`src/rtl/inst_axi_rd_bridge_pkg.sv`:
```
// Shared AXI constants and AR channel state encoding for the instruction read bridge.
package inst_axi_rd_bridge_pkg;
    localparam logic [1:0] BURST_INCR = 2'b01;
    localparam logic [2:0] SIZE_4B    = 3'd2;

    typedef enum logic {
        AR_IDLE,
        AR_SEND
    } ar_state_e;
endpackage

```
`src/rtl/inst_axi_rd_bridge_if.sv`:
```
// Fetch-side SRAM-like bus and AXI4 read channels (AR + R) used by the bridge.
interface inst_sram_if;
    logic        req;
    logic        wr;
    logic [1:0]  size;
    logic [3:0]  wstrb;
    logic [31:0] addr;
    logic [31:0] wdata;
    logic        addr_ok;
    logic        data_ok;
    logic [31:0] rdata;

    modport master (output req, wr, size, wstrb, addr, wdata, input addr_ok, data_ok, rdata);
    modport slave  (input req, wr, size, wstrb, addr, wdata, output addr_ok, data_ok, rdata);
endinterface

interface axi_rd_if;
    logic [3:0]  arid;
    logic [31:0] araddr;
    logic [7:0]  arlen;
    logic [2:0]  arsize;
    logic [1:0]  arburst;
    logic [1:0]  arlock;
    logic [3:0]  arcache;
    logic [2:0]  arprot;
    logic        arvalid;
    logic        arready;
    logic [3:0]  rid;
    logic [31:0] rdata;
    logic [1:0]  rresp;
    logic        rlast;
    logic        rvalid;
    logic        rready;

    modport master (output arid, araddr, arlen, arsize, arburst, arlock, arcache, arprot, arvalid, rready,
                    input arready, rid, rdata, rresp, rlast, rvalid);
    modport slave  (input arid, araddr, arlen, arsize, arburst, arlock, arcache, arprot, arvalid, rready,
                    output arready, rid, rdata, rresp, rlast, rvalid);
endinterface

```
`src/rtl/inst_axi_rd_bridge_axi_r_resp_reg.sv`:
```
// One-entry R response register: captures a beat, presents it as a one-cycle data_ok.
module axi_r_resp_reg
    import inst_axi_rd_bridge_pkg::*;
(
    input  logic        clk,
    input  logic        reset,
    input  logic        rvalid_i,
    input  logic [31:0] rdata_i,
    output logic        rready_o,
    output logic        data_ok_o,
    output logic [31:0] rdata_o
);
    logic        full_q, full_d;
    logic [31:0] data_q, data_d;
    logic        drain, capture;

    // The fetch stage never stalls data_ok, so a full entry always drains.
    assign drain    = full_q;
    assign rready_o = ~full_q | drain;
    assign capture  = rvalid_i & rready_o;

    always_comb begin
        full_d = (full_q & ~drain) | capture;
        data_d = capture ? rdata_i : data_q;
    end

    always_ff @(posedge clk) begin
        if (reset) begin
            full_q <= 1'b0;
            data_q <= '0;
        end else begin
            full_q <= full_d;
            data_q <= data_d;
        end
    end

    assign data_ok_o = full_q;
    assign rdata_o   = data_q;
endmodule

```
`src/rtl/inst_axi_rd_bridge.sv`:
```
// Instruction fetch SRAM-like to AXI4 single-beat read bridge, in order, bounded outstanding.
module inst_axi_rd_bridge
    import inst_axi_rd_bridge_pkg::*;
#(
    parameter int         MAX_OUTSTANDING = 2,
    parameter logic [3:0] AXI_ID          = 4'd0
) (
    input  logic      clk,
    input  logic      reset,
    inst_sram_if.slave sram,
    axi_rd_if.master   axi
);
    localparam int CW = $clog2(MAX_OUTSTANDING + 1);

    ar_state_e     state_q, state_d;
    logic [31:0]   araddr_q, araddr_d;
    logic [2:0]    arsize_q, arsize_d;
    logic [CW-1:0] cnt_q, cnt_d;
    logic          addr_ok, data_ok;

    always_comb begin
        state_d  = state_q;
        araddr_d = araddr_q;
        arsize_d = arsize_q;
        addr_ok  = 1'b0;
        case (state_q)
            AR_IDLE: begin
                // Slot check uses registered count: a same-cycle data_ok frees nothing yet.
                addr_ok = sram.req & (cnt_q < CW'(MAX_OUTSTANDING)) & ~reset;
                if (addr_ok) begin
                    araddr_d = sram.addr;
                    arsize_d = {1'b0, sram.size};
                    state_d  = AR_SEND;
                end
            end
            AR_SEND: if (axi.arready) state_d = AR_IDLE;
            default: state_d = AR_IDLE;
        endcase
    end

    always_comb begin
        cnt_d = cnt_q;
        if (addr_ok && !data_ok)
            cnt_d = cnt_q + CW'(1);
        else if (!addr_ok && data_ok && cnt_q != '0)
            cnt_d = cnt_q - CW'(1);
    end

    always_ff @(posedge clk) begin
        if (reset) begin
            state_q  <= AR_IDLE;
            araddr_q <= '0;
            arsize_q <= '0;
            cnt_q    <= '0;
        end else begin
            state_q  <= state_d;
            araddr_q <= araddr_d;
            arsize_q <= arsize_d;
            cnt_q    <= cnt_d;
        end
    end

    always_ff @(posedge clk) begin
        if (!reset) assert (!(data_ok && cnt_q == '0));
    end

    axi_r_resp_reg u_rresp (
        .clk       (clk),
        .reset     (reset),
        .rvalid_i  (axi.rvalid),
        .rdata_i   (axi.rdata),
        .rready_o  (axi.rready),
        .data_ok_o (data_ok),
        .rdata_o   (sram.rdata)
    );

    assign sram.addr_ok = addr_ok;
    assign sram.data_ok = data_ok;

    assign axi.arid    = AXI_ID;
    assign axi.araddr  = araddr_q;
    assign axi.arlen   = 8'd0;
    assign axi.arsize  = arsize_q;
    assign axi.arburst = BURST_INCR;
    assign axi.arlock  = 2'd0;
    assign axi.arcache = 4'd0;
    assign axi.arprot  = 3'd0;
    assign axi.arvalid = (state_q == AR_SEND);

    logic unused_ok;
    assign unused_ok = &{1'b0, sram.wr, sram.wstrb, sram.wdata, axi.rid, axi.rresp, axi.rlast};
endmodule

```
`src/flat_wrapper.sv`:
```
// flat-port wrapper written by rule: the top's interface ports become plain ports
module inst_axi_rd_bridge_flat import inst_axi_rd_bridge_pkg::*;
#(
    parameter int         MAX_OUTSTANDING = 2,
    parameter logic [3:0] AXI_ID          = 4'd0
)
  (clk, reset, sram_req, sram_wr, sram_size, sram_wstrb, sram_addr, sram_wdata, sram_addr_ok, sram_data_ok, sram_rdata, axi_arid, axi_araddr, axi_arlen, axi_arsize, axi_arburst, axi_arlock, axi_arcache, axi_arprot, axi_arvalid, axi_rready, axi_arready, axi_rid, axi_rdata, axi_rresp, axi_rlast, axi_rvalid);
  inst_sram_if sram_i ();
  axi_rd_if axi_i ();
  input  logic clk;
  input  logic reset;
  input wire logic [$bits(sram_i.req)-1:0] sram_req;
  input wire logic [$bits(sram_i.wr)-1:0] sram_wr;
  input wire logic [$bits(sram_i.size)-1:0] sram_size;
  input wire logic [$bits(sram_i.wstrb)-1:0] sram_wstrb;
  input wire logic [$bits(sram_i.addr)-1:0] sram_addr;
  input wire logic [$bits(sram_i.wdata)-1:0] sram_wdata;
  output wire logic [$bits(sram_i.addr_ok)-1:0] sram_addr_ok;
  output wire logic [$bits(sram_i.data_ok)-1:0] sram_data_ok;
  output wire logic [$bits(sram_i.rdata)-1:0] sram_rdata;
  output wire logic [$bits(axi_i.arid)-1:0] axi_arid;
  output wire logic [$bits(axi_i.araddr)-1:0] axi_araddr;
  output wire logic [$bits(axi_i.arlen)-1:0] axi_arlen;
  output wire logic [$bits(axi_i.arsize)-1:0] axi_arsize;
  output wire logic [$bits(axi_i.arburst)-1:0] axi_arburst;
  output wire logic [$bits(axi_i.arlock)-1:0] axi_arlock;
  output wire logic [$bits(axi_i.arcache)-1:0] axi_arcache;
  output wire logic [$bits(axi_i.arprot)-1:0] axi_arprot;
  output wire logic [$bits(axi_i.arvalid)-1:0] axi_arvalid;
  output wire logic [$bits(axi_i.rready)-1:0] axi_rready;
  input wire logic [$bits(axi_i.arready)-1:0] axi_arready;
  input wire logic [$bits(axi_i.rid)-1:0] axi_rid;
  input wire logic [$bits(axi_i.rdata)-1:0] axi_rdata;
  input wire logic [$bits(axi_i.rresp)-1:0] axi_rresp;
  input wire logic [$bits(axi_i.rlast)-1:0] axi_rlast;
  input wire logic [$bits(axi_i.rvalid)-1:0] axi_rvalid;
  assign sram_i.req = sram_req;
  assign sram_i.wr = sram_wr;
  assign sram_i.size = sram_size;
  assign sram_i.wstrb = sram_wstrb;
  assign sram_i.addr = sram_addr;
  assign sram_i.wdata = sram_wdata;
  assign sram_addr_ok = sram_i.addr_ok;
  assign sram_data_ok = sram_i.data_ok;
  assign sram_rdata = sram_i.rdata;
  assign axi_arid = axi_i.arid;
  assign axi_araddr = axi_i.araddr;
  assign axi_arlen = axi_i.arlen;
  assign axi_arsize = axi_i.arsize;
  assign axi_arburst = axi_i.arburst;
  assign axi_arlock = axi_i.arlock;
  assign axi_arcache = axi_i.arcache;
  assign axi_arprot = axi_i.arprot;
  assign axi_arvalid = axi_i.arvalid;
  assign axi_rready = axi_i.rready;
  assign axi_i.arready = axi_arready;
  assign axi_i.rid = axi_rid;
  assign axi_i.rdata = axi_rdata;
  assign axi_i.rresp = axi_rresp;
  assign axi_i.rlast = axi_rlast;
  assign axi_i.rvalid = axi_rvalid;
  inst_axi_rd_bridge #(.MAX_OUTSTANDING(MAX_OUTSTANDING), .AXI_ID(AXI_ID)) u_core (.clk(clk), .reset(reset), .sram(sram_i), .axi(axi_i));
endmodule
```
`config.mk`:
```
export PLATFORM = sky130hd
export DESIGN_NAME = inst_axi_rd_bridge_flat
export DESIGN_NICKNAME = d
export VERILOG_FILES = /design/src/rtl/inst_axi_rd_bridge_pkg.sv /design/src/rtl/inst_axi_rd_bridge_if.sv /design/src/rtl/inst_axi_rd_bridge_axi_r_resp_reg.sv /design/src/rtl/inst_axi_rd_bridge.sv /design/src/flat_wrapper.sv
export SDC_FILE = /design/constraint.sdc
export NUM_CORES = 1
export LEC_CHECK = 0
export BUFFER_PORTS_ARGS = -buffer_cell sky130_fd_sc_hd__clkbuf_2
export CELL_PAD_IN_SITES_DETAIL_PLACEMENT = 1
export CELL_PAD_IN_SITES_GLOBAL_PLACEMENT = 1
export CORE_ASPECT_RATIO = 0.6
export CORE_UTILIZATION = 30
export DETAILED_ROUTE_END_ITERATION = 8
export GPL_TIMING_DRIVEN = 0
export PLACE_DENSITY = 0.81
export SYNTH_ARGS = -nofsm -noshare
export SYNTH_HDL_FRONTEND = slang
export SYNTH_SLANG_ARGS = --single-unit
```
`constraint.sdc`:
```
create_clock -name clk -period 1.85 [get_ports clk]
set_input_delay 0.37 -clock clk [delete_from_list [all_inputs] [get_ports clk]]
set_output_delay 0.37 -clock clk [all_outputs]
set_load 0.02 [all_outputs]
```
# [Word-level counts from Yosys, hierarchy flattened]
# Cells that the tools add are included.
[word_totals] in_bits=115 reg_bits=70
[classes] n_bitwise=4 add_sub_neg=2 n_mux=6 order_cmp=1 n_reduce_logical=8
[ops] cell="2-bit two-way mux" n=2
[ops] cell="2-bit nonzero test" n=2
[ops] cell="1-bit logical AND" n=3
[ops] cell="1-bit two-way mux" n=3
[ops] cell="2-bit by 1-bit adder with 2-bit output, second input constant" n=1
[ops] cell="1-bit bitwise AND" n=2
[ops] cell="1-bit zero test" n=2
[ops] cell="2-bit less-than comparator, second input constant" n=1
[ops] cell="1-bit inverter" n=2
[ops] cell="1-bit one-hot mux with 2 select lines" n=1
[ops] cell="2-bit AND reduction" n=1
[ops] cell="2-bit by 1-bit subtractor with 2-bit output, second input constant" n=1

# [Depth between registers and ports, before layout]
# Gate-level depths: netlist of run 1.
[logic_depth] word_depth=9 ltp_mapped=5

# [By module]
# A second synthesis of run 1 with hierarchy kept.
[hier_totals] hier_cells=263 area_unflattened_um2=2791.4
[modules_own_cells] module="inst_axi_rd_bridge" cells_each=155 seq_area_each_um2=740.7 area_per_inst_um2=1577.8 n_inst=1
[modules_own_cells] module="axi_r_resp_reg" cells_each=108 seq_area_each_um2=660.6 area_per_inst_um2=1213.7 n_inst=1

# [Worst setup path before layout of run 1]
# Ideal clock, no wire load.
[synth_timing] path_type="reg2out" startpoint="reg u_core.state_q (netlist: u_core.axi.arvalid)" endpoint="out sram_addr_ok" arrival_time_ns=1.257 stages_incl_launch_ff=5 t_required_ns=1.480 n_path_buf=2 slack_ns=0.223 cell_sequence="dfxtp_1 -> nor3b_2 -> buf_6 -> buf_12 -> nor2b_1"
[synth_via] elab_chain_len=1
[synth_rtl] element="start, declared" line_no="inst_axi_rd_bridge.sv:15" text="ar_state_e state_q, state_d;"
[synth_rtl] element="start signal, assigned" line_no="inst_axi_rd_bridge.sv:56" text="state_q <= state_d;"
[synth_rtl] element="1-bit two-way mux" line_no="inst_axi_rd_bridge.sv:26" text="case (state_q)"
[synth_rtl] element="end, declared" line_no="flat_wrapper.sv:18" text="output wire logic [$bits(sram_i.addr_ok)-1:0] sram_addr_ok;"
# No other way between the ends.

# [Worst setup path after layout of run 1]
# Ends and elaborated chain as after synthesis.

==> results of run 1 <==
==> worst max-delay path by stage <==
stage | slack [ns] | start | cells after the start | endpoint
2_1_floorplan | 0.22 | u_core.axi.arvalid | 4 | sram_addr_ok
3_3_place_gp | 0.05 | reset | 4 | sram_addr_ok
3_5_place_dp | 0.04 | reset | 4 | sram_addr_ok
4_1_cts | 0.02 | u_core.axi.arvalid | 5 | sram_addr_ok
5_1_grt | 0.0009 | u_core.axi.arvalid | 5 | sram_addr_ok
6_report | 0.09 | u_core.axi.arvalid | 5 | sram_addr_ok
==> final cells by class <==
class / instances / area [sq um] / share of cell area, %
Clock buffer: 11 / 243 / 6.14
Tap cell: 112 / 140 / 3.55
Buffer: 41 / 318 / 8.04
Inverter: 3 / 11.3 / 0.285
Sequential cell: 70 / 1400 / 35.5
Multi-Input combinational cell: 171 / 1090 / 27.7
Timing Repair Buffer: 138 / 696 / 17.6
Clock inverter: 4 / 47.5 / 1.20
==> logic make-up after synthesis <==
family / Yosys count / synth area share, %
compound gates: 4 / 0.915
other cells: 2 / 0.275
xor+xnor: 1 / 0.320
mux: 66 / 24.2
simple gates: 75 / 11.1
flops: 70 / 51.2
buf+inv: 44 / 12.0
==> sequential cells by signal, indices dropped and copies added, names as in the netlist <==
signal	count
u_core.axi.araddr	32
u_core.axi.arsize	2
u_core.axi.arvalid	1
u_core.cnt_q	2
u_core.u_rresp.data_ok_o	1
u_core.u_rresp.rdata_o	32
==> Yosys cell counts <==
cell / instances / area [sq um]
inv_1: 3 / 11.3
nor3b_2: 1 / 12.5
nor2_1: 68 / 255
buf_4: 28 / 210
nand2b_1: 1 / 6.26
buf_2: 1 / 5.00
a32oi_1: 1 / 8.76
nand2_1: 1 / 3.75
or2b_1: 1 / 7.51
xnor2_1: 1 / 8.76
clkbuf_1: 8 / 30.0
dfxtp_1: 70 / 1400
nor2b_1: 3 / 18.8
conb_1: 2 / 7.51
a31oi_1: 1 / 6.26
buf_6: 1 / 11.3
buf_12: 3 / 60.1
o21ai_0: 1 / 5.00
mux2i_1: 66 / 661
a21oi_1: 1 / 5.00
==> critical path: cells and delay by family (launching register included) <==
family,cells,cell delay (ns)
simple gates,2,0.33
buf+inv,3,0.40
flops,1,0.34
==> metrics by stage <==
step / power (uW) / setup WS [ns] / std cells / hold slack (ns) / instance area, sq um
6_report: 4030 / 0.0865 / 550 / 0.285 / 3950
3_3_place_gp: 2350 / 0.0471 / 534 / 0.473 / 3650
3_5_place_dp: 2380 / 0.0353 / 534 / 0.486 / 3650
2_1_floorplan: 2140 / 0.223 / 285 / 0.486 / 2820
4_1_cts: 4080 / 0.0217 / 550 / 0.271 / 3950
5_1_grt: 4220 / 0.000901 / 550 / 0.284 / 3950
==> where the power goes <==
group	switching, uW	internal [uW]	leakage, uW
registers	55.4	1610	0.000577
logic	385	297	0.00139
clock network	612	1070	0.000141
==> layer usage <==
metal / GRT usage, % / vias up
li1: - / 1141
met1: 18.6 / 1071
met2: 28.2 / 84
met3: 5.30 / 11
met4: 5.12 / 0
met5: 0 / -
==> repair_timing <==
item                                    CTS  global route
setup buffers                             1             0
gates resized for setup                   0             6
pin swaps                                 0             1
endpoints found under the setup margin    1             1
==> summary.md, run 1 <==
| Metric | Value |
|---|---|
| Data arrival, critical path | 1.39 ns |
| Worst Hold Depth | 3 |
| Yosys reg bits | 70 |
| Crit path cell chain | nor3b_2 -> buf_6 -> buf_12 -> nor2b_2 -> buf_4 |
| RSZ-0062 raised after global routing | false |
| Fill count | 1,043 |
| Hold/Removal Path Class | input pin to flip-flop |
| Layout cell share with drive strength beyond 1 | a little over two fifths |
| Critical Path Source Type | flip-flop |
| Fin crit share | a little over nine tenths |
| Rows | 26 |
| Slowest cell on the critical path | dfxtp_2 |
| CP endpoint kind | primary output |
| Initial antenna violation count | 0 |
| Vias per inst | 4.19 |
| Drt pass-1 iters | 6 |
| First-pass GRT wire length | roughly 12 mm |
| Antenna cells | 0 |
| Hpwl dp | 5.78 mm |
| WL met3 | 524 um |
| Final setup fails | 0 |
| Syn avg cell area | 10.4 sq um |
| Nets | 549 |
| Fin. max-slew vios | 0 |
| Fin util | 45.5% |
| Final GP Congestion | 0.705 |
| Max Clk Rate | 0.567 GHz |
| DIE HEIGHT | about 76 um |
| Max layer used | met4 |
| VDD IR max | 0.449 mV |
| Power Density | 1020 nW/um^2 |
| Worst Skew | 0.00686 ns |
| Yosys warning total | 0 |
| WL met2 | 3.58 mm |
| Cells after synthesis | 262 |
| TritonCTS clock tree | yes |
| Min-delay src | sram_size[0] |
| Register area share after synthesis | 51.2% |
| Largest net degree at the start of global routing | 12 |
| Tot GR Track Use | roughly 16% |
| # port buffers | 137 |
| Max_cap viols | 0 |
| Hold Path Sink | u_core.axi.arsize[0] |
| Drt total wl | between 7 and 8 mm |
| IO Pins | about 210 |
| GRT overflow | 0 |
| Distinct cells, synth | 20 |
| Status | finished, violations left |
| Synth-to-layout area growth | 44.5% |
| Bufs on Longest Clock Path | 2 |
| Crit path time final | 1.76 ns |
| Failing checks | design-rule violations |
| Num Clock Sinks | 70 |
| Initial Utilization | 31.5% |
| Vias in the first global route | 2,465 |
| Commonest cells after routing, fill and taps aside | clkbuf_2 (137), dfxtp_1 (69), nor2_1 (68) |
| Setup TNS | 0 ns |
| Setup slack, reg-to-reg | roughly 0.38 ns |
| Skew-Pair Late Insertion Delay | 0.32 ns |
| Worst reg2reg endpoint | u_core.axi.araddr[14] |
| Core area | 8690 sq um |
| Total die area | roughly 9500 sq um |
| DRC | 9 |
| Post-cts hold buffer count | 0 |
| Die Wd | about 130 um |
| CTS root buffer | clkbuf_16 |
| Worst stage delay on the critical path | approximately 0.34 ns |
| Antenna Nets Post-Route | 0 |
| CP max FO | 10 |
| CP required | approximately 1.5 ns |
| DR iter-0 viols | 61 |
| Slew headroom | 66.4% |
| Metal1 wirelength | 3.12 mm |
| Commonest non-fill, non-tap cell in the layout | clkbuf_2 |
| CTS Buf Count | 9 |
| Cell count of the worst reg-to-reg path | 6 |
| Syn Std Cell Area | roughly 2700 sq um |
| Routed wire per std cell | 13.3 um |
| Actual slew at the worst max-slew pin | 0.504 ns |
| H-tree Lvls | 3 |
| WS Path Type | flip-flop to primary output |
| Final Hold Fails | 0 |
| Clk slew on worst S/H paths | 0.06 ns |
| RR Startpoint | u_core.axi.arvalid |
| Via count | 2,307 |
| Pleak | between 0.002 and 0.0025 uW |
No activity file was read; power rests on OpenSTA's default activity.
==> inputs of run 2 (changes only) <==
--- a/config.mk
+++ b/config.mk
@@ -9,10 +9,10 @@
 export CELL_PAD_IN_SITES_DETAIL_PLACEMENT = 1
 export CELL_PAD_IN_SITES_GLOBAL_PLACEMENT = 1
 export CORE_ASPECT_RATIO = 0.6
-export CORE_UTILIZATION = 30
+export CORE_UTILIZATION = 25
 export DETAILED_ROUTE_END_ITERATION = 8
 export GPL_TIMING_DRIVEN = 0
-export PLACE_DENSITY = 0.81
+export PLACE_DENSITY = 0.72
 export SYNTH_ARGS = -nofsm -noshare
 export SYNTH_HDL_FRONTEND = slang
 export SYNTH_SLANG_ARGS = --single-unit
==> constraint.sdc (replaced) <==
create_clock -name clk -period 1.5 [get_ports clk]
set_input_delay 0.3 -clock clk [delete_from_list [all_inputs] [get_ports clk]]
set_output_delay 0.3 -clock clk [all_outputs]
set_load 0.02 [all_outputs]
==> run 2 against run 1 <==
The run ends with negative setup slack left. Critical path depth unchanged. Clock skew down 0.0031 ns. Sequential share of layout area down 0.68 points.
==> summary.md, run 2 (same netlist as run 1, synthesis figures left out) <==
| Metric | Value |
|---|---|
| Drt total wl | 7.49 mm |
| H-tree Lvls | 3 |
| Cell count of the worst reg-to-reg path | 6 |
| Placed insts | approximately 560 |
| Largest net degree at the start of global routing | 13 |
| Max Clk Rate | slightly above 0.6 GHz |
| Flop pwr share | 40.8% |
| CP required | 1.20 ns |
| WS Path Type | flip-flop to primary output |
| CP endpoint kind | primary output |
| Layout cell share with drive strength beyond 1 | between 40% and 50% |
| Commonest non-fill, non-tap cell in the layout | clkbuf_2 |
| # port buffers | 137 |
| CTS root buffer | clkbuf_16 |
| Commonest cells after routing, fill and taps aside | clkbuf_2 (137), nor2_1 (68), dfxtp_1 (68) |
| Skew-Pair Late Insertion Delay | 0.33 ns |
| CP max FO | 2 |
| Drt pass-1 iters | 3 |
| RR Startpoint | u_core.cnt_q[1] |
| Data arrival, critical path | 1.31 ns |
| VDD IR max | 0.519 mV |
| Setup slack, reg-to-reg | 0.07 ns |
| Core area | 10,600 sq um |
| Crit path time final | roughly 1.6 ns |
| Clk slew on worst S/H paths | 0.06 ns |
| Fin. max-slew vios | 0 |
| Min-delay src | sram_size[0] |
| Final Hold Fails | 0 |
| TritonCTS clock tree | yes |
| Status | finished, violations left |
| GRT overflow | 0 |
| Total die area | approximately 11,000 sq um |
| Final WS setup | -0.111 ns |
| Final setup fails | 1 |
| Non-Filler Instances | between 500 and 600 |
| Nets | 552 |
| Hold_ws | 0.206 ns |
| Fin crit share | 107% |
| Die Wd | 137 um |
| Worst Skew | 0.00373 ns |
| DIE HEIGHT | 83.0 um |
| Antenna Nets Post-Route | 0 |
| Logic gate share of total power | 17.0% |
| Via count | between 2,000 and 2,500 |
| CTS Buf Count | 9 |
| DR iter-0 viols | 42 |
| Power Density | 1250 nW/um^2 |
| Worst Hold Depth | 3 |
| RSZ-0062 raised after global routing | true |
| Max_cap viols | 0 |
| Hold Path Sink | u_core.axi.arsize[0] |
| Worst reg2reg endpoint | u_core.axi.araddr[19] |
| Critical Path Source Type | flip-flop |
| Sw frac | 26.6% |
| Routed wire per std cell | 12.9 um |
| Vias in the first global route | 2,431 |
| Int Pwr | 3690 uW |
| First-pass GRT wire length | about 12 mm |
| Final GP Congestion | just under 0.7 |
| Antenna cells | 0 |
| Tot GR Track Use | between 10 and 15% |
| DRC | 0 |
| Total net switching power | about 1300 uW |
| Initial Utilization | 25.8% |
| Initial antenna violation count | 0 |
| Failing checks | negative setup slack |
| Hold/Removal Path Class | input pin to flip-flop |
| Actual slew at the worst max-slew pin | 0.513 ns |
| Rows | 29 |
| Synth-to-layout area growth | 47.5% |
| Vias per inst | 4.00 |
| Tot Pwr | 5030 uW |
| IO Pins | 209 |
| Pleak | 0.00213 uW |
| Clock power frac | 42.2% |
| Hpwl dp | 5.90 mm |
| Bufs on Longest Clock Path | 2 |
| Num Clock Sinks | 70 |
| Slew headroom | 65.8% |
[run 2: worst max path at each step]
stage / end / startpoint / cells after the start / slack (ns)
after detailed placement: sram_addr_ok / reset / 4 / -0.27
final: sram_addr_ok / u_core.cnt_q[1] / 5 / -0.11
after global placement: sram_addr_ok / reset / 4 / -0.22
after global routing: sram_addr_ok / u_core.cnt_q[1] / 5 / -0.20
after CTS: sram_addr_ok / u_core.axi.arvalid / 5 / -0.15
after floorplan: sram_addr_ok / u_core.axi.arvalid / 4 / 0.04
[run 2: stage by stage]
step	setup TNS [ns]	setup slack, ns	utilization (%)	cell area, sq um
floorplan	0	0.0353	-	2820
global placement	-0.223	-0.223	34.8	3680
detailed placement	-0.268	-0.268	34.8	3680
CTS	-0.154	-0.154	38.0	4020
global route	-0.489	-0.202	38.1	4030
finish	-0.111	-0.111	38.1	4030
[run 2: critical path, cell delays in order, from the launching register on]
cell and delay (ns):
dfxtp_2 0.32, nor3b_2 0.19, buf_6 0.13, buf_12 0.09
nor2b_4 0.14, buf_8 0.12
[run 2: power groups by stage]
stage	registers, uW	clock network (uW)	logic (uW)
6_report	2050	2120	857
4_1_cts	2050	2210	865
5_1_grt	2060	2290	933
2_1_floorplan	2230	0	419
3_5_place_dp	2090	0	845
3_3_place_gp	2090	0	823
[run 2: layer usage]
metal  vias to the layer above  track usage [%]  wire (um)
met4                         0             5.39        109
met1                      1077             16.8       3380
met5                         -                0          0
met2                        80             21.9       3530
li1                       1155                -          -
met3                        12             4.88        472
[run 2: repair_timing]
item                                    in CTS  in global routing
gates resized for setup                      5                  2
buffers inserted                             3                  2
endpoints found under the setup margin       1                 14
hold buffers                                 0                  0
pin swaps                                    1                  1
[run 2: cell type report]
cell class                      count  area [sq um]
Clock inverter                      5          58.8
Fill cell                        1267          6560
Tap cell                          139           174
Multi-Input combinational cell    171          1100
Clock buffer                       11           243
Buffer                             41           318
Timing Repair Buffer              141           726
Sequential cell                    70          1400
Inverter                            3          11.3
